[src/rtl/tt_arb_pkg.sv]
`default_nettype none
// ============================================================================
// Module   : tt_arb_pkg
// Purpose  : Shared definitions for the tile output arbiters: FSM state
//            encoding, default sizes and the rotate-and-priority-encode
//            helper used by the round-robin picker.
// Ports    : none (package)
// Revision : 1.0 - initial release
// ============================================================================
package tt_arb_pkg;

    // Default sizing for the uo_out arbiter.
    localparam int NUM_REQ_DEF = 4;
    localparam int DATA_W_DEF  = 8;
    localparam int HOLD_W_DEF  = 4;

    // Pickers are sized for the largest supported requester count so that
    // index and pointer buses keep one fixed width across all tile arbiters.
    localparam int MAX_REQ = 8;
    localparam int IDX_W   = 3;

    typedef enum logic [1:0] {
        IDLE  = 2'd0,
        GRANT = 2'd1,
        GAP   = 2'd2
    } arb_state_t;

    // Returns {found, index} of the first set request at or above ptr,
    // wrapping modulo n. Only the low n request bits take part; ptr must be
    // below n, which keeps ptr+k below 2n so a single subtract wraps it.
    function automatic logic [IDX_W:0] rr_first(
        input logic [MAX_REQ-1:0] req,
        input logic [IDX_W-1:0]   ptr,
        input int unsigned        n
    );
        logic             found;
        logic [IDX_W-1:0] idx;
        int unsigned      pos;
        found = 1'b0;
        idx   = '0;
        for (int unsigned k = 0; k < MAX_REQ; k++) begin
            pos = 32'(ptr) + k;
            if (pos >= n) begin
                pos = pos - n;
            end
            if ((k < n) && !found && req[pos[IDX_W-1:0]]) begin
                found = 1'b1;
                idx   = pos[IDX_W-1:0];
            end
        end
        return {found, idx};
    endfunction

endpackage : tt_arb_pkg
`default_nettype wire

[src/rtl/tt_out_arbiter_if.sv]
`default_nettype none
// ============================================================================
// Module   : tt_out_arbiter_if
// Purpose  : Request/grant bundle between the user-logic requesters and the
//            uo_out arbiter.
// Ports    : req       - per-requester level request
//            req_data  - requester i data in [i*DATA_W +: DATA_W]
//            hold_len  - maximum tenure in cycles (0 behaves as 1)
//            gnt       - registered one-hot grant
//            out_data  - registered bus value for uo_out
//            out_valid - a grant is active
//            busy      - arbiter is in GRANT or GAP
//            modport master : requester side, modport slave : arbiter side
// Revision : 1.0 - initial release
// ============================================================================
interface tt_out_arbiter_if
    import tt_arb_pkg::*;
#(
    parameter int NUM_REQ = NUM_REQ_DEF,
    parameter int DATA_W  = DATA_W_DEF,
    parameter int HOLD_W  = HOLD_W_DEF
);

    logic [NUM_REQ-1:0]        req;
    logic [NUM_REQ*DATA_W-1:0] req_data;
    logic [HOLD_W-1:0]         hold_len;
    logic [NUM_REQ-1:0]        gnt;
    logic [DATA_W-1:0]         out_data;
    logic                      out_valid;
    logic                      busy;

    modport master (
        output req,
        output req_data,
        output hold_len,
        input  gnt,
        input  out_data,
        input  out_valid,
        input  busy
    );

    modport slave (
        input  req,
        input  req_data,
        input  hold_len,
        output gnt,
        output out_data,
        output out_valid,
        output busy
    );

endinterface : tt_out_arbiter_if
`default_nettype wire

[src/rtl/rr_pick.sv]
`default_nettype none
// ============================================================================
// Module   : rr_pick
// Purpose  : Combinational round-robin priority picker. Finds the first set
//            request searching upward from rr_ptr, wrapping at NUM_REQ.
// Ports    : req    (in)  - request vector, NUM_REQ bits
//            rr_ptr (in)  - highest-priority index this round (< NUM_REQ)
//            any    (out) - at least one request is set
//            idx    (out) - index of the selected requester (valid if any)
// Revision : 1.0 - initial release
// ============================================================================
module rr_pick
    import tt_arb_pkg::*;
#(
    parameter int NUM_REQ = NUM_REQ_DEF
) (
    input  logic [NUM_REQ-1:0] req,
    input  logic [IDX_W-1:0]   rr_ptr,
    output logic               any,
    output logic [IDX_W-1:0]   idx
);

    logic [MAX_REQ-1:0] w_req_pad;
    logic [IDX_W:0]     w_pick;

    always_comb begin
        w_req_pad                = '0;
        w_req_pad[NUM_REQ-1:0]   = req;
    end

    assign w_pick = rr_first(w_req_pad, rr_ptr, NUM_REQ);
    assign any    = w_pick[IDX_W];
    assign idx    = w_pick[IDX_W-1:0];

endmodule : rr_pick
`default_nettype wire

[src/rtl/tt_out_arbiter.sv]
`default_nettype none
// ============================================================================
// Module   : tt_out_arbiter
// Purpose  : Round-robin arbiter sharing the tile's dedicated output bus
//            (uo_out) between NUM_REQ requesters. The winner owns the bus for
//            at most hold_len cycles (0 behaves as 1) or until it drops req,
//            with an optional one-cycle GAP between owners. All outputs are
//            registered; reset is asynchronous and active-high.
// Ports    : clk - clock
//            rst - asynchronous active-high reset
//            bus - tt_out_arbiter_if.slave (req, req_data, hold_len in;
//                  gnt, out_data, out_valid, busy out)
// Revision : 1.0 - initial release
// ============================================================================
module tt_out_arbiter
    import tt_arb_pkg::*;
#(
    parameter int NUM_REQ = NUM_REQ_DEF,
    parameter int DATA_W  = DATA_W_DEF,
    parameter int HOLD_W  = HOLD_W_DEF,
    parameter bit GAP_EN  = 1'b1
) (
    input logic              clk,
    input logic              rst,
    tt_out_arbiter_if.slave  bus
);

    localparam logic [IDX_W-1:0]  c_LAST_IDX = IDX_W'(NUM_REQ - 1);
    localparam logic [HOLD_W-1:0] c_HOLD_ONE = HOLD_W'(1);

    arb_state_t          r_state;
    logic [IDX_W-1:0]    r_rr_ptr;
    logic [IDX_W-1:0]    r_winner;
    logic [HOLD_W-1:0]   r_hold_cnt;
    logic [NUM_REQ-1:0]  r_gnt;
    logic [DATA_W-1:0]   r_out_data;
    logic                r_out_valid;
    logic                r_busy;

    logic                w_any;
    logic [IDX_W-1:0]    w_idx;
    logic [NUM_REQ-1:0]  w_pick_gnt;
    logic [DATA_W-1:0]   w_pick_data;
    logic                w_win_req;
    logic [DATA_W-1:0]   w_win_data;
    logic [HOLD_W-1:0]   w_hold_init;
    logic [IDX_W-1:0]    w_next_ptr;
    logic                w_end;

    rr_pick #(
        .NUM_REQ (NUM_REQ)
    ) u_rr_pick (
        .req    (bus.req),
        .rr_ptr (r_rr_ptr),
        .any    (w_any),
        .idx    (w_idx)
    );

    // Decode the freshly picked requester (used at the grant edge) and the
    // current owner (used every GRANT cycle) without variable part-selects,
    // so an index above NUM_REQ-1 can never select out of range.
    always_comb begin
        w_pick_gnt  = '0;
        w_pick_data = '0;
        w_win_req   = 1'b0;
        w_win_data  = '0;
        for (int i = 0; i < NUM_REQ; i++) begin
            if (w_idx == IDX_W'(i)) begin
                w_pick_gnt[i] = 1'b1;
                w_pick_data   = bus.req_data[i*DATA_W +: DATA_W];
            end
            if (r_winner == IDX_W'(i)) begin
                w_win_req  = bus.req[i];
                w_win_data = bus.req_data[i*DATA_W +: DATA_W];
            end
        end
    end

    assign w_hold_init = (bus.hold_len == '0) ? c_HOLD_ONE : bus.hold_len;
    assign w_next_ptr  = (r_winner == c_LAST_IDX) ? '0 : r_winner + 1'b1;

    // Release and timeout lead to the same end-of-tenure action.
    assign w_end = !w_win_req || (r_hold_cnt == c_HOLD_ONE);

    always_ff @(posedge clk or posedge rst) begin
        if (rst) begin
            r_state     <= IDLE;
            r_rr_ptr    <= '0;
            r_winner    <= '0;
            r_hold_cnt  <= '0;
            r_gnt       <= '0;
            r_out_data  <= '0;
            r_out_valid <= 1'b0;
            r_busy      <= 1'b0;
        end else begin
            case (r_state)
                IDLE: begin
                    if (w_any) begin
                        r_state     <= GRANT;
                        r_winner    <= w_idx;
                        r_hold_cnt  <= w_hold_init;
                        r_gnt       <= w_pick_gnt;
                        // Load the winner's data at the grant edge so the
                        // bus carries valid data in every valid cycle.
                        r_out_data  <= w_pick_data;
                        r_out_valid <= 1'b1;
                        r_busy      <= 1'b1;
                    end
                end

                GRANT: begin
                    if (w_end) begin
                        r_state     <= GAP_EN ? GAP : IDLE;
                        r_rr_ptr    <= w_next_ptr;
                        r_gnt       <= '0;
                        r_out_data  <= '0;
                        r_out_valid <= 1'b0;
                        r_busy      <= GAP_EN;
                    end else begin
                        r_hold_cnt  <= r_hold_cnt - 1'b1;
                        r_out_data  <= w_win_data;
                    end
                end

                GAP: begin
                    // Requests are ignored here; arbitration restarts in IDLE.
                    r_state <= IDLE;
                    r_busy  <= 1'b0;
                end

                default: begin
                    r_state     <= IDLE;
                    r_gnt       <= '0;
                    r_out_data  <= '0;
                    r_out_valid <= 1'b0;
                    r_busy      <= 1'b0;
                end
            endcase
        end
    end

    assign bus.gnt       = r_gnt;
    assign bus.out_data  = r_out_data;
    assign bus.out_valid = r_out_valid;
    assign bus.busy      = r_busy;

endmodule : tt_out_arbiter
`default_nettype wire

[src/flat_wrapper.sv]
// flat-port wrapper written by rule: the top's interface ports become plain ports
module tt_out_arbiter_flat import tt_arb_pkg::*;
#(
    parameter int NUM_REQ = NUM_REQ_DEF,
    parameter int DATA_W  = DATA_W_DEF,
    parameter int HOLD_W  = HOLD_W_DEF,
    parameter bit GAP_EN  = 1'b1
)
  (clk, rst, bus_req, bus_req_data, bus_hold_len, bus_gnt, bus_out_data, bus_out_valid, bus_busy);
  tt_out_arbiter_if #(.NUM_REQ(NUM_REQ), .DATA_W(DATA_W), .HOLD_W(HOLD_W)) bus_i ();
  input logic clk;
  input logic rst;
  input wire logic [$bits(bus_i.req)-1:0] bus_req;
  input wire logic [$bits(bus_i.req_data)-1:0] bus_req_data;
  input wire logic [$bits(bus_i.hold_len)-1:0] bus_hold_len;
  output wire logic [$bits(bus_i.gnt)-1:0] bus_gnt;
  output wire logic [$bits(bus_i.out_data)-1:0] bus_out_data;
  output wire logic [$bits(bus_i.out_valid)-1:0] bus_out_valid;
  output wire logic [$bits(bus_i.busy)-1:0] bus_busy;
  assign bus_i.req = bus_req;
  assign bus_i.req_data = bus_req_data;
  assign bus_i.hold_len = bus_hold_len;
  assign bus_gnt = bus_i.gnt;
  assign bus_out_data = bus_i.out_data;
  assign bus_out_valid = bus_i.out_valid;
  assign bus_busy = bus_i.busy;
  tt_out_arbiter #(.NUM_REQ(NUM_REQ), .DATA_W(DATA_W), .HOLD_W(HOLD_W), .GAP_EN(GAP_EN)) u_core (.clk(clk), .rst(rst), .bus(bus_i));
endmodule
[config.mk]
export PLATFORM = sky130hd
export DESIGN_NAME = tt_out_arbiter_flat
export DESIGN_NICKNAME = d
export VERILOG_FILES = /design/src/rtl/tt_arb_pkg.sv /design/src/rtl/tt_out_arbiter_if.sv /design/src/rtl/rr_pick.sv /design/src/rtl/tt_out_arbiter.sv /design/src/flat_wrapper.sv
export SDC_FILE = /design/constraint.sdc
export NUM_CORES = 1
export LEC_CHECK = 0
export CAP_MARGIN = 20
export CORE_MARGIN = 4
export CORE_UTILIZATION = 35
export DETAILED_ROUTE_END_ITERATION = 6
export GPL_TIMING_DRIVEN = 0
export MAX_ROUTING_LAYER = met4
export PLACE_DENSITY = 0.6
export SYNTH_ARGS = -nofsm -noshare
export SYNTH_HDL_FRONTEND = slang
export SYNTH_SLANG_ARGS = --single-unit
[constraint.sdc]
create_clock -name clk -period 3.3 [get_ports clk]
set_input_delay 0.66 -clock clk [delete_from_list [all_inputs] [get_ports clk]]
set_output_delay 0.66 -clock clk [all_outputs]
set_load 0.05 [all_outputs]
# ---- Word-level counts from Yosys, hierarchy flattened
# Cells that the tools add are included.
dict set report classes {
  add_sub_neg 9
  order_cmp 8
  n_eq_ne 12
  muxes 55
  n_bitwise 1
  reduce_logical 19
}
# op n
set op_table {}
lappend op_table {{8-bit two-way mux} 10}
lappend op_table {{3-bit two-way mux} 9}
lappend op_table {{8-bit case mux with 3 select lines} 1}
lappend op_table {{4-bit two-way mux} 5}
lappend op_table {{1-bit two-way mux} 19}
lappend op_table {{3-bit by 4-bit < comparator with 1-bit output, second input constant} 4}
lappend op_table {{1-bit binary-select mux with 3-bit select} 4}
lappend op_table {{3-bit by 2-bit equality test with 1-bit output, second input constant} 4}
lappend op_table {{4-bit by 3-bit >= comparator with 1-bit output, second input constant} 3}
lappend op_table {{4-bit case mux with 3 select lines} 1}
lappend op_table {{3-bit subtractor, second input constant} 4}
lappend op_table {{3-bit by 2-bit adder with 4-bit output, second input constant} 2}
lappend op_table {{4-bit case mux with 2 select lines} 1}
lappend op_table {{2-bit AND reduction} 4}
lappend op_table {{3-bit by 1-bit equality test with 1-bit output, second input constant} 2}
lappend op_table {{3-bit zero test} 2}
lappend op_table {{3-bit AND reduction} 2}
lappend op_table {{3-bit by 1-bit adder with 4-bit output, second input constant} 1}
lappend op_table {{4-bit by 1-bit equality test with 1-bit output, second input constant} 1}
lappend op_table {{1-bit zero test} 4}
lappend op_table {{4-bit zero test} 1}
lappend op_table {{2-bit two-way mux} 2}
lappend op_table {{2-bit inequality test, second input constant} 2}
lappend op_table {{2-bit case mux with 2 select lines} 1}
lappend op_table {{13 further kinds} 15}
dict set report totals {
  ff_bits 26
  inputBits 42
  out_inout_bits 14
  word_cells 112
}

# ---- Longest topological paths before layout
dict set report depth {
  depth_word 21
  mapped_depth 13
  depth_no_buf 8
}

# ---- Modules after synthesis
# Synthesis repeated with hierarchy kept, for this count alone.
dict set report hier_totals {
  hier_cells 233
  hier_area_um2 2003.2
}
# mod instances cells_per_inst area_each_um2 seq_area_each_um2
set by_module_without_submodules {}
lappend by_module_without_submodules {tt_out_arbiter 1 187 1689.1 650.6}
lappend by_module_without_submodules {rr_pick 1 46 314.1 0.0}

# ---- Least setup slack after synthesis
# OpenSTA, ideal clock, no wires.
dict set report synth_path {
  path_kind {reg-to-reg}
  startpoint {reg u_core.r_rr_ptr[0]}
  endpoint {reg u_core.r_out_data[2] (netlist: u_core.bus.out_data[2])}
  setup_ns 0.126
  arrival_ns 3.202
  required_time_ns 3.174
  setup_slack_ns -0.028
  stages_incl_launch_ff 13
  n_path_buf 4
  synth_period_minus_slack_ns 3.328
  path_cell_list {dfrtp_1 > buf_6 > buf_2 > buf_1 > inv_1 > ha_1 > buf_6 > mux2_1 > nand2_1 > a221o_1 > a22oi_4 > mux4_2 > a221o_1}
}
dict set report synth_between {
  elab_chain_len 21
  word_cells_on_any_way 49
  cone_classes {add/sub (7); order compare (4); eq/ne (4); mux (26); reduce/logical (8)}
}
# element line
set synth_rtl {}
lappend synth_rtl {{start, declared} tt_out_arbiter.sv:32} ;# logic [IDX_W-1:0] r_rr_ptr;
lappend synth_rtl {{start signal, assigned} tt_out_arbiter.sv:114} ;# r_rr_ptr <= w_next_ptr;
lappend synth_rtl {{parallel branches: the longest is 21 deep, another holds 3-bit by 1-bit adder with 4-bit output} --}
lappend synth_rtl {{end signal, assigned} tt_out_arbiter.sv:105} ;# r_out_data <= w_pick_data;
lappend synth_rtl {{end signal, assigned} tt_out_arbiter.sv:121} ;# r_out_data <= w_win_data;
lappend synth_rtl {{end, declared} tt_out_arbiter.sv:36} ;# logic [DATA_W-1:0] r_out_data;
# Parallel ways; which one is timed is not known. The select of a mux whose other input is x is not followed.
# A chain may end at the register's enable or synchronous reset.

# ---- Worst setup path after layout
# Same ends and word-level chain as after synthesis.

==> summary.txt <==
Finish
  – Nets: 353
  – Final Core Density: 49.5%
  – Final Cell Area: 2930 sq um
  – Layout cell share with drive strength beyond 1: 13.6%
  – Diode count: 0
  – Filler-free cell count of the finished design: 377
  – Area delta synth->final: 36.7%

Floorplan
  – Starting Density: 36.2%
  – Core ar.: 5920 sq um
  – Die Height: 86.2 microns
  – Chip width: 86.2 microns
  – I/O Pins: 56
  – Die area: 7440 sq um
  – Rows: 28

Critical path
  – R2R setup slack: 0.20 ns
  – Critical path class: reg -> reg
  – CP startpoint: u_core.r_rr_ptr[0]
  – CP cell instances: buf_6 -> buf_8 -> buf_8 -> inv_2 -> ha_1 -> buf_6 -> mux2_2 -> nand2_1 -> a221o_1 -> a22oi_4 -> mux4_2 -> a221o_1
  – CP max FO: 10
  – Req. time, crit path: 3.48 ns
  – R2r worst-path depth: 12
  – CP max stage cell: mux4_2
  – Critical Path Sink Type: flip-flop
  – Critical path startpoint category: flip-flop
  – RR Endpoint: u_core.bus.out_data[2]
  – Slowest stage delay, CP: 0.54 ns
  – Worst r2r src: u_core.r_rr_ptr[0]
  – Critical path arrival: 3.29 ns

Placement
  – Port-buffer cells: 55
  – Cell Area, Placed: 2790 sq um
  – DP Cell Count: 370
  – Placer congestion estimate: 0.870
  – Dpl ws: -0.187 ns
  – DP Wirelength: 4.86 mm

Timing
  – Crit share post-route: 94.0%
  – Worst Slack Setup Final: 0.199 ns
  – Clock skew: 0.00552 ns
  – Setup tns final: 0 ns
  – Min Hold Slack: 0.496 ns
  – RSZ-0062 raised after global routing: false
  – Period minus WS final: 3.10 ns
  – Pins Over Slew Limit: 0
  – Final Hold Vio Count: 0
  – Fmax: 322 MHz
  – Setup-failing EPs final: 0
  – Worst slew margin: 52.8%
  – Worst Tran Pin Value: 0.706 ns

Detailed routing
  – Detailed Routing Iterations Pass 1: 4
  – Via count: 2119
  – Residual DRC: 0
  – Drt via density: 5.62
  – DRT iter0 DRCs: 122
  – Routed len/inst: 17.2 microns
  – Routed WL: 6.47 mm
  – ANT nets after route: 0

CTS
  – Clock slew at reported path FFs: 0.10 ns
  – Sink Count: 26
  – Total CTS buffers: 3
  – Hold buffer count at CTS: 0
  – CTS tree: done
  – Clk Latency, worst-skew pair: 0.29 ns
  – Clock Tree Root: clkbuf_8
  – H-tree levels: 1
  – Clk buf depth: 2

Global routing
  – Largest net degree at the start of global routing: 27
  – Gr usage total: 18.1%
  – First-pass GRT wire length: 10.4 mm
  – Gr ovfl total: 0
  – Vias in the first global route: 2131
  – Initial antenna violation count: 0

Synth
  – Sequential area share after synthesis: 30.4%
  – Main synth FF type: dfrtp_1
  – Total nets after synthesis: 290
  – Netlist cell types: 49
  – Post-synth ARST share: 100%
  – Synth Register Bits: 26
  – Syn Inst Count: 240
  – Warnings from Yosys: 0
  – Synthesized area: 2140 sq um
  – Number of flops mapped to enable cells by yosys: 0
  – Post-synthesis average cell area: 8.93 sq um

Power
  – Total Power: 3.11 mW
  – Leak: 1.19 nW
  – VDD IR max: 0.000445 V
  – Pwr/cell area: 1060 nW/um^2

Run
  – MaxCap Viol Count: 0

Min path
  – Hold Path Class: reg -> reg
  – Worst hold path startpoint: u_core.bus.gnt[2]
  – Hold Crit Depth: 1
  – WHS Endpoint: u_core.bus.gnt[2]

Outcome
  – Status: complete, no violations
==> worst max-delay path by stage <==
stage	slack, ns	depth (start not counted)	endpoint
floorplan	0.14	12	u_core.bus.out_data[2]
global placement	-0.21	12	u_core.bus.out_data[7]
detailed placement	-0.19	12	u_core.bus.out_data[7]
CTS	0.06	12	u_core.bus.out_data[2]
global route	0.02	12	u_core.bus.out_data[7]
finish	0.20	12	u_core.bus.out_data[2]
==> final cells by class <==
cell class | count | area [sq um]
multi-input combinational | 173 | 1320
timing repair buffer | 58 | 593
inverter | 23 | 86.3
sequential | 26 | 651
fill | 564 | 2990
buffer | 18 | 115
clock inverter | 1 | 30.0
clock buffer | 3 | 41.3
tap | 75 | 93.8
==> synthesized netlist by cell type (2+ instances only) <==
cell	number	area, sq um
dfrtp_1	26	651
inv_1	22	82.6
nand2_1	20	75.1
a21oi_1	16	80.1
a211oi_1	14	105
nor2_1	14	52.6
a221oi_1	12	105
clkbuf_1	8	30.0
ha_1	8	100
o21ai_0	8	40.0
o31ai_1	7	52.6
buf_2	6	30.0
nand2b_1	6	37.5
a221o_1	5	50.1
a221oi_2	5	75.1
nor3_1	5	25.0
a22o_1	4	35.0
a2bb2oi_1	4	35.0
mux4_2	4	90.1
nor2b_1	4	25.0
mux2i_1	3	30.0
nand3b_1	3	22.5
and2_1	2	12.5
buf_6	2	22.5
nand3_1	2	10.0
nand3_2	2	20.0
nor4_1	2	12.5
o21ai_2	2	17.5
o2bb2ai_1	2	17.5
or2_2	2	12.5
or3_1	2	12.5
==> logic make-up after synthesis <==
| group | synth area share [%] |
|---|---|
| AO/OA/AOI/OAI | 35.6 |
| adder cells (fa/ha/maj) | 4.67 |
| buffers and inverters | 8.41 |
| flip-flops | 30.4 |
| multiplexers | 6.13 |
| AND/OR/NAND/NOR | 14.8 |
==> sequential cells by signal, indices dropped and copies added (netlist names) <==
| register | count |
|---|---|
| u_core.r_state | 2 |
| u_core.bus.busy | 1 |
| u_core.bus.out_data | 8 |
| u_core.r_hold_cnt | 4 |
| u_core.r_winner | 3 |
| u_core.bus.out_valid | 1 |
| u_core.r_rr_ptr | 3 |
| u_core.bus.gnt | 4 |
==> cell usage in the layout (no fill, tap or decap), types with 3 or more instances in the layout <==
cell             netlist  layout
nor2_1                14      14
nand3b_1               3       3
a221oi_1              12      12
mux4_2                 4       4
a21oi_1               16      16
nand2b_1               6       6
dfrtp_1               26      26
a22o_1                 4       4
nor3_1                 5       5
mux2i_1                3       3
a211oi_1              14      14
nand2_1               20      20
clkdlybuf4s50_1        0      55
clkbuf_1               8       8
clkbuf_8               0       3
nor2b_1                4       4
a221oi_2               5       5
o21ai_0                8       8
buf_4                  1       3
o31ai_1                7       7
ha_1                   8       8
inv_1                 22      21
a2bb2oi_1              4       4
buf_2                  6       5
a221o_1                5       5
==> power by group <==
group          switching, mW  internal (mW)
clock network          0.118          0.163
logic                   1.35          0.929
registers             0.0938          0.455
==> routing by layer <==
metal / track usage [%] / vias to the layer above / share of wire [%]
met5: - / - / 0
met4: 6.09 / 0 / 0.82
met3: 1.62 / 4 / 4.8
met2: 27.8 / 71 / 46
met1: 25.3 / 1009 / 48
li1: - / 1035 / -
==> repair_timing <==
item / CTS / global route
pin swaps: 1 / 2
buffers inserted: 1 / 1
cloned: 0 / 0
gates resized for setup: 3 / 6
endpoints found under the setup margin: 7 / 8
==> worst max-delay path, delay by kind of cell (launching register included) <==
family	cells	cell delay [ns]
compound gates	3	0.96
mux	2	0.78
buf+inv	5	0.59
flops	1	0.40
fa+ha+maj	1	0.23
simple gates	1	0.05
No activity file was read; power rests on OpenSTA's default activity.
